## src/rtl/audio_pkg.sv

```systemverilog
// Shared types and constants for the audio mixing path.
package audio_pkg;

  localparam int AUDIO_DATA_W = 24;
  localparam int GAIN_UNITY   = 128;

  localparam logic [AUDIO_DATA_W-1:0] SAT_MAX = 24'h7FFFFF;
  localparam logic [AUDIO_DATA_W-1:0] SAT_MIN = 24'h800000;

  typedef enum logic [1:0] {
    FADE_OFF,
    FADE_RAMP_UP,
    FADE_ON,
    FADE_RAMP_DOWN
  } fade_state_e;

endpackage

```

## src/rtl/fade_gain.sv

```systemverilog
// Per-track fade FSM: ramps the gain toward unity or zero, one step per sample strobe.
module fade_gain
  import audio_pkg::*;
#(
  parameter int GAIN_W    = 8,
  parameter int RAMP_STEP = 1
) (
  input  logic              clk,
  input  logic              reset,
  input  logic              ena,
  input  logic              target_on,
  output logic [GAIN_W-1:0] gain,
  output logic              ramping
);

  localparam int UNITY = 1 << (GAIN_W - 1);

  fade_state_e       r_state;
  logic [GAIN_W-1:0] r_gain;

  int                w_up_i;
  int                w_dn_i;
  logic              w_up_done;
  logic              w_dn_done;
  logic [GAIN_W-1:0] w_gain_up;
  logic [GAIN_W-1:0] w_gain_dn;

  // Steps are computed in int so a step that does not divide unity clamps instead of wrapping.
  always_comb begin
    w_up_i    = int'(r_gain) + RAMP_STEP;
    w_dn_i    = int'(r_gain) - RAMP_STEP;
    w_up_done = (w_up_i >= UNITY);
    w_dn_done = (w_dn_i <= 0);
    w_gain_up = w_up_done ? GAIN_W'(UNITY) : GAIN_W'(w_up_i);
    w_gain_dn = w_dn_done ? '0 : GAIN_W'(w_dn_i);
  end

  always_ff @(posedge clk or posedge reset) begin
    if (reset) begin
      r_state <= FADE_OFF;
      r_gain  <= '0;
    end else if (ena) begin
      case (r_state)
        FADE_OFF: begin
          if (target_on) begin
            r_gain  <= w_gain_up;
            r_state <= w_up_done ? FADE_ON : FADE_RAMP_UP;
          end
        end
        FADE_RAMP_UP, FADE_RAMP_DOWN: begin
          if (target_on) begin
            r_gain  <= w_gain_up;
            r_state <= w_up_done ? FADE_ON : FADE_RAMP_UP;
          end else begin
            r_gain  <= w_gain_dn;
            r_state <= w_dn_done ? FADE_OFF : FADE_RAMP_DOWN;
          end
        end
        FADE_ON: begin
          if (!target_on) begin
            r_gain  <= w_gain_dn;
            r_state <= w_dn_done ? FADE_OFF : FADE_RAMP_DOWN;
          end
        end
        default: begin
          r_gain  <= '0;
          r_state <= FADE_OFF;
        end
      endcase
    end
  end

  assign gain    = r_gain;
  assign ramping = (r_state == FADE_RAMP_UP) || (r_state == FADE_RAMP_DOWN);

endmodule

```

## src/rtl/fade_mixer.sv

```systemverilog
// Two-track stereo mixer: per-track gain ramp, sum, and saturation to DATA_W bits.
module fade_mixer
  import audio_pkg::*;
#(
  parameter int DATA_W    = AUDIO_DATA_W,
  parameter int GAIN_W    = 8,
  parameter int RAMP_STEP = 1
) (
  input  logic              clk,
  input  logic              reset,
  input  logic              ena,
  input  logic              cs1,
  input  logic              cs2,
  input  logic              mute,
  input  logic [DATA_W-1:0] l_in1,
  input  logic [DATA_W-1:0] r_in1,
  input  logic [DATA_W-1:0] l_in2,
  input  logic [DATA_W-1:0] r_in2,
  output logic [DATA_W-1:0] l_data,
  output logic [DATA_W-1:0] r_data,
  output logic              out_valid,
  output logic              clip,
  output logic              busy
);

  localparam int NUM_TRK = 2;
  localparam int SHIFT   = GAIN_W - 1;
  localparam int PROD_W  = DATA_W + GAIN_W + 1;
  localparam int SCL_W   = PROD_W - SHIFT;
  localparam int SUM_W   = SCL_W + 1;

  localparam logic signed [SUM_W-1:0] SUM_MAX = SUM_W'((64'sd1 <<< (DATA_W - 1)) - 64'sd1);
  localparam logic signed [SUM_W-1:0] SUM_MIN = ~SUM_MAX;
  localparam logic [DATA_W-1:0]       OUT_MAX = {1'b0, {(DATA_W-1){1'b1}}};
  localparam logic [DATA_W-1:0]       OUT_MIN = {1'b1, {(DATA_W-1){1'b0}}};

  logic [NUM_TRK-1:0]             w_target;
  logic [NUM_TRK-1:0]             w_ramping;
  logic [NUM_TRK-1:0][GAIN_W-1:0] w_gain;
  logic [NUM_TRK-1:0][DATA_W-1:0] w_l_in;
  logic [NUM_TRK-1:0][DATA_W-1:0] w_r_in;
  logic [NUM_TRK-1:0][SCL_W-1:0]  w_l_scl;
  logic [NUM_TRK-1:0][SCL_W-1:0]  w_r_scl;
  logic [NUM_TRK-1:0][SCL_W-1:0]  r_l_scl;
  logic [NUM_TRK-1:0][SCL_W-1:0]  r_r_scl;
  logic [2:0]                     r_vld_pipe;

  assign w_target = {cs2 & ~mute, cs1 & ~mute};
  assign w_l_in   = {l_in2, l_in1};
  assign w_r_in   = {r_in2, r_in1};

  // Stage 1 uses the gain registered before this strobe's FSM update.
  for (genvar t = 0; t < NUM_TRK; t++) begin : g_trk
    logic signed [PROD_W-1:0] w_l_prod;
    logic signed [PROD_W-1:0] w_r_prod;

    fade_gain #(
      .GAIN_W   (GAIN_W),
      .RAMP_STEP(RAMP_STEP)
    ) u_gain (
      .clk      (clk),
      .reset    (reset),
      .ena      (ena),
      .target_on(w_target[t]),
      .gain     (w_gain[t]),
      .ramping  (w_ramping[t])
    );

    assign w_l_prod   = PROD_W'($signed(w_l_in[t])) * PROD_W'($signed({1'b0, w_gain[t]}));
    assign w_r_prod   = PROD_W'($signed(w_r_in[t])) * PROD_W'($signed({1'b0, w_gain[t]}));
    assign w_l_scl[t] = SCL_W'(w_l_prod >>> SHIFT);
    assign w_r_scl[t] = SCL_W'(w_r_prod >>> SHIFT);
  end

  always_ff @(posedge clk or posedge reset) begin
    if (reset) begin
      r_l_scl    <= '0;
      r_r_scl    <= '0;
      r_vld_pipe <= '0;
    end else begin
      r_vld_pipe <= {r_vld_pipe[1:0], ena};
      if (ena) begin
        r_l_scl <= w_l_scl;
        r_r_scl <= w_r_scl;
      end
    end
  end

  logic signed [SUM_W-1:0] w_l_sum;
  logic signed [SUM_W-1:0] w_r_sum;
  logic                    w_l_hi;
  logic                    w_l_lo;
  logic                    w_r_hi;
  logic                    w_r_lo;
  logic [DATA_W-1:0]       w_l_sat;
  logic [DATA_W-1:0]       w_r_sat;

  assign w_l_sum = SUM_W'($signed(r_l_scl[0])) + SUM_W'($signed(r_l_scl[1]));
  assign w_r_sum = SUM_W'($signed(r_r_scl[0])) + SUM_W'($signed(r_r_scl[1]));
  assign w_l_hi  = (w_l_sum > SUM_MAX);
  assign w_l_lo  = (w_l_sum < SUM_MIN);
  assign w_r_hi  = (w_r_sum > SUM_MAX);
  assign w_r_lo  = (w_r_sum < SUM_MIN);
  assign w_l_sat = w_l_hi ? OUT_MAX : (w_l_lo ? OUT_MIN : w_l_sum[DATA_W-1:0]);
  assign w_r_sat = w_r_hi ? OUT_MAX : (w_r_lo ? OUT_MIN : w_r_sum[DATA_W-1:0]);

  logic [DATA_W-1:0] r_l_s2;
  logic [DATA_W-1:0] r_r_s2;
  logic              r_clip_s2;
  logic [DATA_W-1:0] r_l_data;
  logic [DATA_W-1:0] r_r_data;
  logic              r_clip;

  // Outputs only move on the update pulse so the serializer always sees a settled sample.
  always_ff @(posedge clk or posedge reset) begin
    if (reset) begin
      r_l_s2    <= '0;
      r_r_s2    <= '0;
      r_clip_s2 <= 1'b0;
      r_l_data  <= '0;
      r_r_data  <= '0;
      r_clip    <= 1'b0;
    end else begin
      if (r_vld_pipe[0]) begin
        r_l_s2    <= w_l_sat;
        r_r_s2    <= w_r_sat;
        r_clip_s2 <= w_l_hi | w_l_lo | w_r_hi | w_r_lo;
      end
      if (r_vld_pipe[1]) begin
        r_l_data <= r_l_s2;
        r_r_data <= r_r_s2;
        r_clip   <= r_clip_s2;
      end
    end
  end

  assign l_data    = r_l_data;
  assign r_data    = r_r_data;
  assign clip      = r_clip;
  assign out_valid = r_vld_pipe[2];
  assign busy      = |w_ramping;

endmodule

```

## config.mk

```make
export PLATFORM = sky130hd
export DESIGN_NAME = fade_mixer
export DESIGN_NICKNAME = d
export VERILOG_FILES = /design/src/rtl/audio_pkg.sv /design/src/rtl/fade_gain.sv /design/src/rtl/fade_mixer.sv
export SDC_FILE = /design/constraint.sdc
export NUM_CORES = 2
export LEC_CHECK = 0
export ABC_CLOCK_PERIOD_IN_PS = 13600
export BUFFER_PORTS_ARGS = -buffer_cell sky130_fd_sc_hd__buf_2
export CAP_MARGIN = 10
export CORE_MARGIN = 4
export CORE_UTILIZATION = 55
export CTS_CLUSTER_DIAMETER = 40
export DETAILED_ROUTE_END_ITERATION = 12
export PLACE_DENSITY = 0.78
export SLEW_MARGIN = 20
export SYNTH_ARGS = -nofsm -noshare
export SYNTH_HDL_FRONTEND = slang
export SYNTH_SLANG_ARGS = --single-unit
```

## constraint.sdc

```tcl
create_clock -name clk -period 13.6 [get_ports clk]
set_input_delay 1.36 -clock clk [delete_from_list [all_inputs] [get_ports clk]]
set_output_delay 1.36 -clock clk [all_outputs]
set_load 0.02 [all_outputs]
```

Yosys cells after proc, flatten, opt, wreduce, memory -nomap -nowiden --
Cells that the tools add are included. W data, S select, Z words.
Storage, ports and cells: bits of input ports 102, memory bits (read-only) 0, bits in latches 0, memory bits (writable) 0, register bits 225, memories 0
Operators by class: bitwise logic cells 6, $mul 4, add/subtract/negate cells 6, $lt $le $gt $ge 8, shift operators 0, div/mod/pow operators 0, eq/ne operators 10, reductions and logical operators 9, mux-type cells 28
Operators by type and width (count):
- $mul A24 B9 Y33 | 4
- $mux W24 | 4
- $mux W8 | 10
- $ge A32 B9 Y1 const B | 2
- $le A32 B1 Y1 const B | 2
- $add A26 B26 Y27 | 2
- $gt A27 B24 Y1 const B | 2
- $lt A27 B24 Y1 const B | 2
- $pmux W8 S3 | 2
- $mux W2 | 10
- $add A8 B1 Y9 const B | 2
- $sub A8 B1 Y9 const B | 2
- $pmux W2 S3 | 2
- $eq A2 B2 Y1 const B | 4
- $reduce_and A3 Y1 | 2
- $reduce_or A2 Y1 | 3
- $eq A2 B1 Y1 const B | 2
- $logic_not A2 Y1 | 2
- $ne A2 B1 Y1 const B | 2
- $ne A2 B2 Y1 const B | 2
- $or A1 B1 Y1 | 3
- $and A1 B1 Y1 | 2
- $logic_or A1 B1 Y1 | 2
- $not A1 Y1 | 1

Longest topological paths before layout --
depth after elaboration 5, gate-level depth with buffers 22, depth with buffers taken out 20

By module --
From an unflattened synthesis, not the netlist that was laid out.
Unflattened totals: cells, all modules 4048, area total of the unflattened synthesis 37176.9 um2
Modules (own cells, without submodules):
- fade_mixer | cells an instance 3830, times used 1, area each 35262.6 um2
- fade_gain | cells an instance 109, times used 2, area each 957.2 um2

Worst setup path before layout --
Ideal clock, no wire load.
path kind input to register, from in l_in1[23], to reg r_l_scl[25] in the netlist's numbering, arrival time 6.072 ns, path buffers 1, stages on the path 19, path slack 7.446 ns, library setup time 0.082 ns, cell sequence buf_2 -> nand2_1 -> fa_1 -> fa_1 -> inv_1 -> fa_1 -> inv_1 -> fa_1 -> inv_1 -> ha_1 -> a21o_1 -> a21o_1 -> a21oi_1 -> o21ai_0 -> a21o_1 -> a221oi_1 -> a21oi_1 -> or3_1 -> a31oi_1
Between the ends: cells in the longest elaborated chain, start to end 1
RTL lines:
- start, declared | RTL line fade_mixer.sv:15 | input logic [DATA_W-1:0] l_in1,
- $mul A24 B9 Y33 | RTL line fade_mixer.sv:69 | assign w_l_prod = PROD_W'($signed(w_l_in[t])) * PROD_W'($signed({1'b0, w_gain[t]}));
- end signal, assigned | RTL line fade_mixer.sv:83 | r_l_scl <= w_l_scl;
- end, declared | RTL line fade_mixer.sv:44 | logic [NUM_TRK-1:0][SCL_W-1:0] r_l_scl;
No other way between the ends. A chain may end at the register's enable or synchronous reset.

Worst setup path after layout --
from reg g_trk[1].u_gain.r_gain[5], to reg r_l_scl[51] in the netlist's numbering
Between the ends: cells in the longest elaborated chain, start to end 1
RTL lines:
- start, declared | RTL line fade_gain.sv:19 | logic [GAIN_W-1:0] r_gain;
- start signal, assigned | RTL line fade_gain.sv:46 | r_gain <= w_gain_up;
- start signal, assigned | RTL line fade_gain.sv:52 | r_gain <= w_gain_up;
- start signal, assigned | RTL line fade_gain.sv:55 | r_gain <= w_gain_dn;
- $mul A24 B9 Y33 | RTL line fade_mixer.sv:69
No other way between the ends.

==> metrics.md <==
| Metric | Value |
|---|---|
| Status | `finished clean` |
| Synth warn | `0` |
| Post-CTS Resized | `0` |
| Worst-case clock skew | `0.0233 ns` |
| Yosys top cell area share | `32.0%` |
| Leading area contributor after synthesis | `fa_1` |
| Crit end category | `flop` |
| Synthesized Nets | `5,147` |
| Vias | `28,100` |
| Worst R2R Start | `g_trk[1].u_gain.gain[5]$_DFFE_PP0P_` |
| Setup crit start kind | `flop` |
| Sum Neg Setup Slack | `0 ns` |
| Clk sink count | `225` |
| Largest family of logic cells by synthesized area | `adder cells` |
| Sequential share of the synthesized area | `15.1%` |
| Worst slew margin | `27.5%` |
| Netlist Area Pre-Place | `0.0374 mm^2` |
| Die Height | `269 um` |
| Synth area leaders | `fa_1, dfrtp_1, ha_1` |
| Hold Path Class | `reg -> reg` |
| Global route overflow | `0` |
| Post-CTS setup buffers | `0` |
| Std-Cell Rows | `95` |
| Synth top cells by count | `inv_1, fa_1, nand2_1` |
| Die Area | `0.0722 mm^2` |
| Filler instances | `5,786` |
| DP Wirelength | `66,100 um` |
| Num CTS Buffers | `28` |
| Post-synth EDFFs | `0` |
| Cell variety after synth | `92` |
| Final WL | `83,700 um` |
| Top_reg_cell synth | `dfrtp_1` |
| Peak Freq | `0.156 GHz` |
| Slew Limit Fails | `0` |
| Vias in the first global route | `29,500` |
| Final #Nets | `5,205` |
| CTS hold repair buffers | `0` |
| Compound-Gate Fraction of Synth Area | `10.2%` |
| Final hold vios | `0` |
| Core Area | `0.0673 mm^2` |
| Simple-gate share of the synthesized area | `16.4%` |
| Post-DR vias/cell | `5.51` |
| Initial antenna violation count | `12` |
| Post-Synth XOR/XNOR Area | `2.63%` |
| Flops & latches, synth | `225` |
| CTS clk-pin slew, worst paths | `0.06 ns` |
| Routed wire per std cell | `16.4 um` |
| WS Path Type | `reg -> reg` |
| IO Pins | `153` |
| CP max FO | `29` |
| Cell with the most instances after synthesis | `inv_1` |
| CP startpoint | `g_trk[1].u_gain.gain[5]$_DFFE_PP0P_` |
| Synth Area in Adders | `42.3%` |
| CP required | `14.07 ns` |
| Clock Tree Buf Depth | `3` |
| Layout cells sized above 1 | `8.68%` |
| DRC viols | `0` |
| Pre-CTS setup slack | `6.92 ns` |
| Mapped Avg Cell Area | `9.02 um^2` |
| Async S/R FF share, synth | `100%` |
| Worst-Skew Late Latency | `0.58 ns` |
| Final Cycle Share | `47.2%` |
| Final setup viols | `0` |
| CTS tree | `yes` |
| Drt pass-1 iters | `5` |
| Mux contribution to synthesized area | `3.33%` |
| Setup ws final | `7.18 ns` |
| H-tree depth | `1` |
| Routed Antenna Nets | `0` |
| Root Driver | `clkbuf_16` |
| Starting DRT DRC Count | `1,597` |
| Syn Inst Count | `4,141` |
| Largest net degree at the start of global routing | `98` |
| Worst-margin pin slew | `1.09 ns` |
| Die Wd | `269 um` |
| Initial Utilization | `55.5%` |
| Area Overhead vs Synth | `6.41%` |
| Hold Crit Start | `r_r_scl[34]$_DFFE_PP0P_` |
| Final Critical Period | `6.42 ns` |
| RSZ-0062 raised after global routing | `no` |
| R2R Setup Slk | `7.18 ns` |
| Placer Congestion | `0.912` |
| Global-route wire length before repair | `142,000 um` |
| CP arrival | `6.88 ns` |
| Port bufs | `152` |
| GRT Total Usage | `23.8%` |
| Max-cap viol count | `0` |
[worst max-delay path, cell delays in order (launching register included)]
cell and delay, ns:
dfrtp_1 1.04, buf_4 0.47, nand2_1 0.13, fa_1 0.51, inv_1 0.06, fa_1 0.44, fa_1 0.53, inv_1 0.05
fa_1 0.48, inv_1 0.04, ha_1 0.32, a211oi_1 0.34, o211ai_1 0.16, o211ai_1 0.27, a311oi_1 0.23, o2111ai_1 0.37
nand3_1 0.21, a41oi_1 0.28, xnor2_1 0.10, mux2_2 0.26
[per-layer routing]
| layer | share of wire [%] | vias to the layer above | global-route usage [%] |
|---|---|---|---|
| met2 | 51 | 639 | 42.8 |
| met3 | 4.0 | 165 | 2.46 |
| met4 | 3.1 | 0 | 6.74 |
| met5 | 0 | - | 0 |
| li1 | - | 13100 | - |
| met1 | 42 | 14200 | 30.8 |
[cells by family (layout without fill, tap and decap cells)]
group,Yosys count,count (layout)
other,0,10
AO/OA/AOI/OAI,572,572
XOR/XNOR,112,112
AND/OR/NAND/NOR,1227,1227
adder cells (fa/ha/maj),904,904
multiplexers,111,111
buffers and inverters,990,1068
flip-flops,225,225
[cell usage in the layout, fill, tap and decap left out, drive strengths merged, types with 8 or more instances in the layout]
master / n
clkinv: 8
o21a: 13
or3: 24
and4: 11
o211ai: 17
nor2b: 24
nand3b: 8
a21o: 67
nand3: 49
mux2i: 8
xor2: 35
fa: 598
dfrtp: 225
inv: 849
and2: 376
a21oi: 157
xnor2: 77
nand2b: 20
o21ai: 137
a31oi: 15
mux2: 103
o21bai: 19
and3: 28
ha: 306
buf: 175
nor2: 126
a31o: 8
a21boi: 9
diode: 10
nor3: 45
clkbuf: 34
nand2: 489
o31ai: 15
a211o: 9
a211oi: 18
[worst paths after layout]
| check | to | depth (start not counted) |
|---|---|---|
| worst max-delay path | r_l_scl[51]$_DFFE_PP0P_ | 19 |
| min in group asynchronous | l_data[2]$_DFFE_PP0P_ | 2 |
| worst max register to register | r_l_scl[51]$_DFFE_PP0P_ | 19 |
| worst min-delay path | r_r_scl[34]$_DFFE_PP0P_ | 1 |
| worst min register to register | r_r_scl[34]$_DFFE_PP0P_ | 1 |
| max in group asynchronous | r_vld_pipe[0]$_DFF_PP0_ | 4 |
[metrics by stage]
| step | util, % | instance area, um^2 | cells | hold slack (ns) |
|---|---|---|---|---|
| floorplan | - | 37400 | 4141 | 0.352 |
| global placement | 57.7 | 38800 | 5042 | 0.475 |
| detailed placement | 57.7 | 38800 | 5042 | 0.478 |
| CTS | 59.0 | 39700 | 5092 | 0.495 |
| global route | 59.1 | 39800 | 5100 | 0.516 |
| finish | 59.1 | 39800 | 5102 | 0.494 |
[flip-flops by register name, indices dropped and copies added, names as in the netlist, 3 cells and up]
name	cells
g_trk.u_gain.gain	16
g_trk.u_gain.r_state	4
l_data	24
r_data	24
r_l_s2	24
r_l_scl	52
r_r_s2	24
r_r_scl	52
r_vld_pipe	3
[layout make-up]
class / instances / area [um^2] / area share [%]
inverter: 843 / 3170 / 7.98
timing repair buffer: 175 / 936 / 2.35
clock inverter: 16 / 183 / 0.459
multi-input combinational: 2926 / 28000 / 70.4
tap: 873 / 1090 / 2.75
antenna: 10 / 25.0 / 0.0629
sequential: 225 / 5630 / 14.2
clock buffer: 34 / 743 / 1.87
Power is not shown: default switching activity piles up to over one toggle a cycle in this logic, so the estimate is an artifact.
